### src/rtl/connect_pkg.sv
// Shared portal-indication definitions: tag width and tag-to-channel decode.
package connect_pkg;

    localparam int unsigned TAG_W = 32;
    localparam int unsigned IDX_W = 4;

    typedef logic [TAG_W-1:0] tag_t;

    typedef struct packed {
        logic             valid;
        logic [IDX_W-1:0] index;
    } tag_dec_t;

    // The lower bound is checked before the offset is trusted, so no tag can wrap into range.
    function automatic tag_dec_t tag_to_index(tag_t tag, tag_t base, tag_t n);
        tag_dec_t dec;
        tag_t     off;
        off       = tag - base;
        dec.valid = (tag >= base) && (off < n);
        dec.index = off[IDX_W-1:0];
        return dec;
    endfunction

endpackage

### src/rtl/indication_input_demux_if.sv
// Portal pipe in, indication channels out, plus drop reporting.
interface indication_input_demux_if #(
    parameter int unsigned NUM_METHODS = 4,
    parameter int unsigned PAYLOAD_W   = 64
);
    localparam int unsigned MSG_W = 32 + PAYLOAD_W;

    logic                   pipe_enq_ena;
    logic [MSG_W-1:0]       pipe_enq_v;
    logic                   pipe_enq_rdy;
    logic [NUM_METHODS-1:0] indication_deliver_ena;
    logic [PAYLOAD_W-1:0]   indication_deliver_v;
    logic [NUM_METHODS-1:0] indication_deliver_rdy;
    logic [15:0]            drop_count;
    logic                   drop__ENA;

    modport master (
        output pipe_enq_ena,
        output pipe_enq_v,
        input  pipe_enq_rdy,
        input  indication_deliver_ena,
        input  indication_deliver_v,
        output indication_deliver_rdy,
        input  drop_count,
        input  drop__ENA
    );

    modport slave (
        input  pipe_enq_ena,
        input  pipe_enq_v,
        output pipe_enq_rdy,
        output indication_deliver_ena,
        output indication_deliver_v,
        input  indication_deliver_rdy,
        output drop_count,
        output drop__ENA
    );

endinterface

### src/rtl/msg_fifo.sv
// Circular message buffer with occupancy count; head is read straight from storage.
module msg_fifo #(
    parameter int unsigned  WIDTH = 96,
    parameter int unsigned  DEPTH = 4,
    localparam int unsigned PTR_W = $clog2(DEPTH),
    localparam int unsigned CNT_W = PTR_W + 1
) (
    input  logic             CLK,
    input  logic             RST,
    input  logic [WIDTH-1:0] enq_v_i,
    input  logic             enq_ena_i,
    output logic             enq_rdy_o,
    input  logic             deq_ena_i,
    output logic [WIDTH-1:0] first_o,
    output logic             not_empty_o,
    output logic [CNT_W-1:0] count_o
);

    localparam logic [CNT_W-1:0] FULL = CNT_W'(DEPTH);

    logic [WIDTH-1:0] mem_q [DEPTH];
    logic [WIDTH-1:0] mem_d [DEPTH];
    logic [PTR_W-1:0] wptr_q, wptr_d;
    logic [PTR_W-1:0] rptr_q, rptr_d;
    logic [CNT_W-1:0] count_q, count_d;
    logic             do_enq, do_deq;

    assign enq_rdy_o   = (count_q != FULL);
    assign not_empty_o = (count_q != '0);
    assign do_enq      = enq_ena_i & enq_rdy_o;
    assign do_deq      = deq_ena_i & not_empty_o;
    assign first_o     = mem_q[rptr_q];
    assign count_o     = count_q;

    always_comb begin
        mem_d   = mem_q;
        wptr_d  = wptr_q;
        rptr_d  = rptr_q;
        count_d = count_q;
        if (do_enq) begin
            mem_d[wptr_q] = enq_v_i;
            wptr_d        = wptr_q + PTR_W'(1);
        end
        if (do_deq) begin
            rptr_d = rptr_q + PTR_W'(1);
        end
        if (do_enq && !do_deq) begin
            count_d = count_q + CNT_W'(1);
        end else if (!do_enq && do_deq) begin
            count_d = count_q - CNT_W'(1);
        end
    end

    always_ff @(posedge CLK) begin
        if (RST) begin
            wptr_q  <= '0;
            rptr_q  <= '0;
            count_q <= '0;
        end else begin
            wptr_q  <= wptr_d;
            rptr_q  <= rptr_d;
            count_q <= count_d;
        end
    end

    // Storage carries no reset; the count alone decides what is live.
    always_ff @(posedge CLK) begin
        mem_q <= mem_d;
    end

endmodule

### src/rtl/indication_input_demux.sv
// Buffers framed portal messages and steers each, in order, to its indication channel by tag.
module indication_input_demux
    import connect_pkg::*;
#(
    parameter int unsigned NUM_METHODS = 4,
    parameter int unsigned PAYLOAD_W   = 64,
    parameter int unsigned DEPTH       = 4,
    parameter int unsigned TAG_BASE    = 1
) (
    input logic                     CLK,
    input logic                     RST,
    indication_input_demux_if.slave bus
);

    localparam int unsigned MSG_W = TAG_W + PAYLOAD_W;
    localparam int unsigned CNT_W = $clog2(DEPTH) + 1;

    typedef struct packed {
        logic [PAYLOAD_W-1:0] payload;
        tag_t                 tag;
    } msg_t;

    msg_t                   head;
    tag_dec_t               dec;
    logic                   fifo_rdy;
    logic                   has_head;
    logic [CNT_W-1:0]       fifo_count;
    logic                   pop;
    logic                   drop;
    logic [NUM_METHODS-1:0] deliver_ena;
    logic [15:0]            drop_count_q, drop_count_d;
    logic                   drop_ena_q, drop_ena_d;

    msg_fifo #(
        .WIDTH (MSG_W),
        .DEPTH (DEPTH)
    ) u_fifo (
        .CLK         (CLK),
        .RST         (RST),
        .enq_v_i     (bus.pipe_enq_v),
        .enq_ena_i   (bus.pipe_enq_ena),
        .enq_rdy_o   (fifo_rdy),
        .deq_ena_i   (pop),
        .first_o     (head),
        .not_empty_o (has_head),
        .count_o     (fifo_count)
    );

    always_comb begin
        dec          = tag_to_index(head.tag, tag_t'(TAG_BASE), tag_t'(NUM_METHODS));
        deliver_ena  = '0;
        drop         = 1'b0;
        if (has_head) begin
            if (dec.valid) begin
                deliver_ena = bus.indication_deliver_rdy & (NUM_METHODS'(1) << dec.index);
            end else begin
                drop = 1'b1;
            end
        end
        // Unknown tags pop unconditionally so they never block the pipe.
        pop          = (|deliver_ena) | drop;
        drop_ena_d   = drop;
        drop_count_d = drop_count_q;
        if (drop && (drop_count_q != 16'hFFFF)) begin
            drop_count_d = drop_count_q + 16'd1;
        end
    end

    always_ff @(posedge CLK) begin
        if (RST) begin
            drop_count_q <= '0;
            drop_ena_q   <= 1'b0;
        end else begin
            drop_count_q <= drop_count_d;
            drop_ena_q   <= drop_ena_d;
        end
    end

    // Occupancy and the empty flag must always agree.
    always_ff @(posedge CLK) begin
        if (!RST) begin
            assert (has_head == (fifo_count != '0));
        end
    end

    assign bus.pipe_enq_rdy           = fifo_rdy;
    assign bus.indication_deliver_ena = deliver_ena;
    assign bus.indication_deliver_v   = head.payload;
    assign bus.drop_count             = drop_count_q;
    assign bus.drop__ENA              = drop_ena_q;

endmodule

### src/flat_wrapper.sv
// flat-port wrapper written by rule: the top's interface ports become plain ports
module indication_input_demux_flat import connect_pkg::*;
#(
    parameter int unsigned NUM_METHODS = 4,
    parameter int unsigned PAYLOAD_W   = 64,
    parameter int unsigned DEPTH       = 4,
    parameter int unsigned TAG_BASE    = 1
)
  (CLK, RST, bus_pipe_enq_ena, bus_pipe_enq_v, bus_pipe_enq_rdy, bus_indication_deliver_ena, bus_indication_deliver_v, bus_indication_deliver_rdy, bus_drop_count, bus_drop__ENA);
  indication_input_demux_if #(.NUM_METHODS(NUM_METHODS), .PAYLOAD_W(PAYLOAD_W)) bus_i ();
  input logic CLK;
  input logic RST;
  input wire logic [$bits(bus_i.pipe_enq_ena)-1:0] bus_pipe_enq_ena;
  input wire logic [$bits(bus_i.pipe_enq_v)-1:0] bus_pipe_enq_v;
  output wire logic [$bits(bus_i.pipe_enq_rdy)-1:0] bus_pipe_enq_rdy;
  output wire logic [$bits(bus_i.indication_deliver_ena)-1:0] bus_indication_deliver_ena;
  output wire logic [$bits(bus_i.indication_deliver_v)-1:0] bus_indication_deliver_v;
  input wire logic [$bits(bus_i.indication_deliver_rdy)-1:0] bus_indication_deliver_rdy;
  output wire logic [$bits(bus_i.drop_count)-1:0] bus_drop_count;
  output wire logic [$bits(bus_i.drop__ENA)-1:0] bus_drop__ENA;
  assign bus_i.pipe_enq_ena = bus_pipe_enq_ena;
  assign bus_i.pipe_enq_v = bus_pipe_enq_v;
  assign bus_pipe_enq_rdy = bus_i.pipe_enq_rdy;
  assign bus_indication_deliver_ena = bus_i.indication_deliver_ena;
  assign bus_indication_deliver_v = bus_i.indication_deliver_v;
  assign bus_i.indication_deliver_rdy = bus_indication_deliver_rdy;
  assign bus_drop_count = bus_i.drop_count;
  assign bus_drop__ENA = bus_i.drop__ENA;
  indication_input_demux #(.NUM_METHODS(NUM_METHODS), .PAYLOAD_W(PAYLOAD_W), .DEPTH(DEPTH), .TAG_BASE(TAG_BASE)) u_core (.CLK(CLK), .RST(RST), .bus(bus_i));
endmodule
### config.mk
export PLATFORM = sky130hd
export DESIGN_NAME = indication_input_demux_flat
export DESIGN_NICKNAME = d
export VERILOG_FILES = /design/src/rtl/connect_pkg.sv /design/src/rtl/indication_input_demux_if.sv /design/src/rtl/msg_fifo.sv /design/src/rtl/indication_input_demux.sv /design/src/flat_wrapper.sv
export SDC_FILE = /design/constraint.sdc
export NUM_CORES = 1
export LEC_CHECK = 0
export CORE_MARGIN = 10
export CORE_UTILIZATION = 60
export DETAILED_ROUTE_END_ITERATION = 10
export DONT_BUFFER_PORTS = 1
export PLACE_DENSITY = 0.76
export SLEW_MARGIN = 25
export SYNTH_ARGS = -nofsm -noshare
export SYNTH_HDL_FRONTEND = slang
export SYNTH_HIERARCHICAL = 1
export SYNTH_SLANG_ARGS = --single-unit
### constraint.sdc
create_clock -name CLK -period 9.5 [get_ports CLK]
set_input_delay 0.475 -clock CLK [delete_from_list [all_inputs] [get_ports CLK]]
set_output_delay 0.475 -clock CLK [all_outputs]
set_load 0.1 [all_outputs]
==> flow_metrics.tcl <==
set metrics [dict create \
    overflow 0 \
    initial_core_util_pct 60.73 \
    synth-seq-area-share_pct 76.12 \
    crit_path_end_kind "output pin" \
    maxCapViolations 0 \
    num_rows 59 \
    finalSetupTns_ns 0 \
    p_int_uw 3540 \
    nFillCells 1617 \
    irDropWorstVdd_v 0.0002480 \
    drt.antenna.violating_nets 0 \
    drive_gt1_share_pct 24.37 \
    cts_root_buf "clkbuf_16" \
    io-pin-count 189 \
    cts_made_buffers 41 \
    ys_warn_count 6 \
    drc 0 \
    relSlewSlack_pct 27.72 \
    p_clk_share_pct 27.5 \
    critPathKind "flip-flop to output pin" \
    stdcell_count 1131 \
    synthTopCellsByArea "edfxtp_1 73%, mux4_2 14%, dfxtp_1 3.0%" \
    arrival_ns 5.63 \
    fin_crit_sh_pct 64.32 \
    crit_required_ns 9.03 \
    hold_viol_final 0 \
    diodes 0 \
    synthTopCellsByCount "384 x edfxtp_1, 97 x mux4_2, 26 x nor2_1" \
    chipHeight_um 182.2 \
    grt_pass1_wl_mm 46.82 \
    status "completed" \
    dp_cells 1057 \
    finalInstanceArea_um2 17520 \
    avgViaCountPerCell 6.370 \
    p_comb_share_pct 32.0 \
    hold_buffers 0 \
    setup_slack_ns 3.390 \
    seq_power_share_pct 40.5 \
    post_cts_resized 0 \
    cts_buffer_depth 3 \
    cts_tree "done" \
    p_per_area_nw_per_um2 328.5 \
    port_buffers 0 \
    wl_met3_mm 4.095 \
    fin_skew_ns 0.02579 \
    dr.pass1.iters 6 \
    critPathMaxFanout 42 \
    fp.dieW_um 182.2 \
    highest_layer "met4" \
    async_flop_share_pct 0 \
    synth_edf_count 384 \
    setup_viol 0 \
    clock_sinks 408 \
    synth_area_um2 15780 \
    synth_most_common_cell "edfxtp_1" \
    switching_power_uw 2213 \
    post_cts_buffers 0 \
    grt.total_usage_pct 18.18 \
    route.layer.met1.wl_mm 10.56 \
    leakagePower_uw 0.005443 \
    worstMarginPinSlew_ns 1.083 \
    wl_per_cell_um 26.85 \
    rrSetupSlack_ns 3.49 \
    synth_seq_cells 408 \
    synthCells 743 \
    drv_slew 0 \
    antenna_found_initial 0 \
    grt_pass1_vias 7728 \
    dominantRegCellSynth "edfxtp_1" \
    hp-class "primary input to flip-flop" \
    clk_latency_ns 0.52 \
    post-place-ws_ns 3.387 \
    p_sw_share_pct 38.46 \
    cts.reportedPaths.clkPinSlew_ns 0.06 \
    vias 7204 \
    wl_met2_mm 15.22 \
    layout_min_cycle_time_ns 6.110 \
    start_kind "flip-flop" \
    place_congestion 0.9028 \
    wirelength_mm 30.36 \
    die-area_um2 33190 \
    avgSynthCellArea_um2 21.24 \
    dp_hpwl_mm 18.95 \
    syn-num-nets 854 \
    syn_to_final_growth_pct 11.00 \
    grt_max_degree 60 \
    yosys.area.top_type_share_pct 73.07 \
    grt_setup_unrepaired "false" \
    synthDistinctLibCells 53 \
    core_area_um2 25980 \
    max_freq_mhz 163.7 \
    place_area_um2 16180 \
    layout.nets 876 \
    first_iter_violations 607 \
    cts_htree_levels 2 \
    synth_top_area_cell "edfxtp_1" \
]
[layout by cell type, fill, tap and decap left out, types with 6 or more instances in the layout]
cell and count:
edfxtp_1 384, mux4_2 97, clkbuf_16 45, nor2_1 25
dfxtp_1 18, nor2b_1 13, nor3_1 13, or3_1 11
nand3_1 11, nand2_1 10, clkbuf_1 9, clkinv_1 8
nor4_1 8, nand4_1 8, mux2_2 8, inv_1 7
or4_1 7, ha_1 7, buf_4 7, o21ai_0 6
nand2b_1 6
[per-stage QoR]
| stage | hold WS [ns] | utilization (%) | power, uW |
|---|---|---|---|
| 2_1_floorplan | 0.4818 | - | 4015 |
| 3_3_place_gp | 0.4914 | 62.24 | 4183 |
| 3_5_place_dp | 0.5459 | 62.25 | 4222 |
| 4_1_cts | 0.008187 | 67.40 | 5811 |
| 5_1_grt | 0.003991 | 67.41 | 5967 |
| 6_report | 0.02827 | 67.41 | 5753 |
[critical path: stages (launching register included)]
cell and delay, ns:
dfxtp_4 0.90, buf_4 0.58, mux4_2 0.69, inv_1 0.11, ha_1 0.23, or3b_2 0.46, o31ai_1 0.31, o31ai_1 0.15
nor4_1 0.35, o2111a_1 0.27, nand4_1 0.17, nor2_2 0.88
[state kept, by name (all words and copies together), names as in the netlist]
name                   cells
u_core/u_fifo/wptr_q       2
u_core/bus.drop_count     16
u_core/u_fifo/mem_q      384
u_core/u_fifo/rptr_q       2
u_core/bus.drop__ENA       1
u_core/u_fifo/count_o      3
[power by group through the flow]
stage                     clock (uW)  combinational [uW]  sequential, uW
after global placement             0                1830            2360
after detailed placement           0                1850            2370
final                           1580                1840            2330
after global routing            1690                1920            2360
after CTS                       1610                1860            2340
after floorplan                    0                1710            2300
[layer usage]
| layer | up-vias | global-route usage [%] |
|---|---|---|
| li1 | 3145 | - |
| met3 | 43 | 9.674 |
| met4 | 0 | 4.068 |
| met5 | - | 0.7669 |
| met2 | 305 | 29.63 |
| met1 | 3711 | 20.85 |
[logic make-up (layout without fill, tap and decap cells)]
family | count (synthesis) | count (layout) | share of synthesized area (%)
AOI/OAI and AO/OA | 28 | 28 | 1.293
xor gates and xnor gates | 6 | 6 | 0.3806
and+or+nand+nor | 142 | 142 | 5.194
buffers and inverters | 38 | 91 | 1.372
muxes | 113 | 113 | 14.96
DFF | 408 | 408 | 76.12
adders and majority gates | 8 | 8 | 0.6819
[final cells by class]
type | count | area [um2] | share of cell area, %
clock buffer | 51 | 1085 | 6.193
clock inverter | 23 | 252.7 | 1.443
inverter | 7 | 26.28 | 0.1500
multi-input combinational | 297 | 3581 | 20.44
sequential | 408 | 12020 | 68.65
tap | 335 | 419.2 | 2.393
timing repair buffer | 10 | 127.6 | 0.7286
[worst paths after layout]
check,from,to,depth (start not counted)
max,u_core/u_fifo/rptr_q[0],bus_indication_deliver_ena[0],11
min,RST,u_core/bus.drop_count[2],1
max reg2reg,u_core/u_fifo/rptr_q[0],u_core/u_fifo/count_o[2],17
min reg2reg,u_core/u_fifo/wptr_q[1],u_core/u_fifo/wptr_q[1],2
No activity file was read; power rests on OpenSTA's default activity.
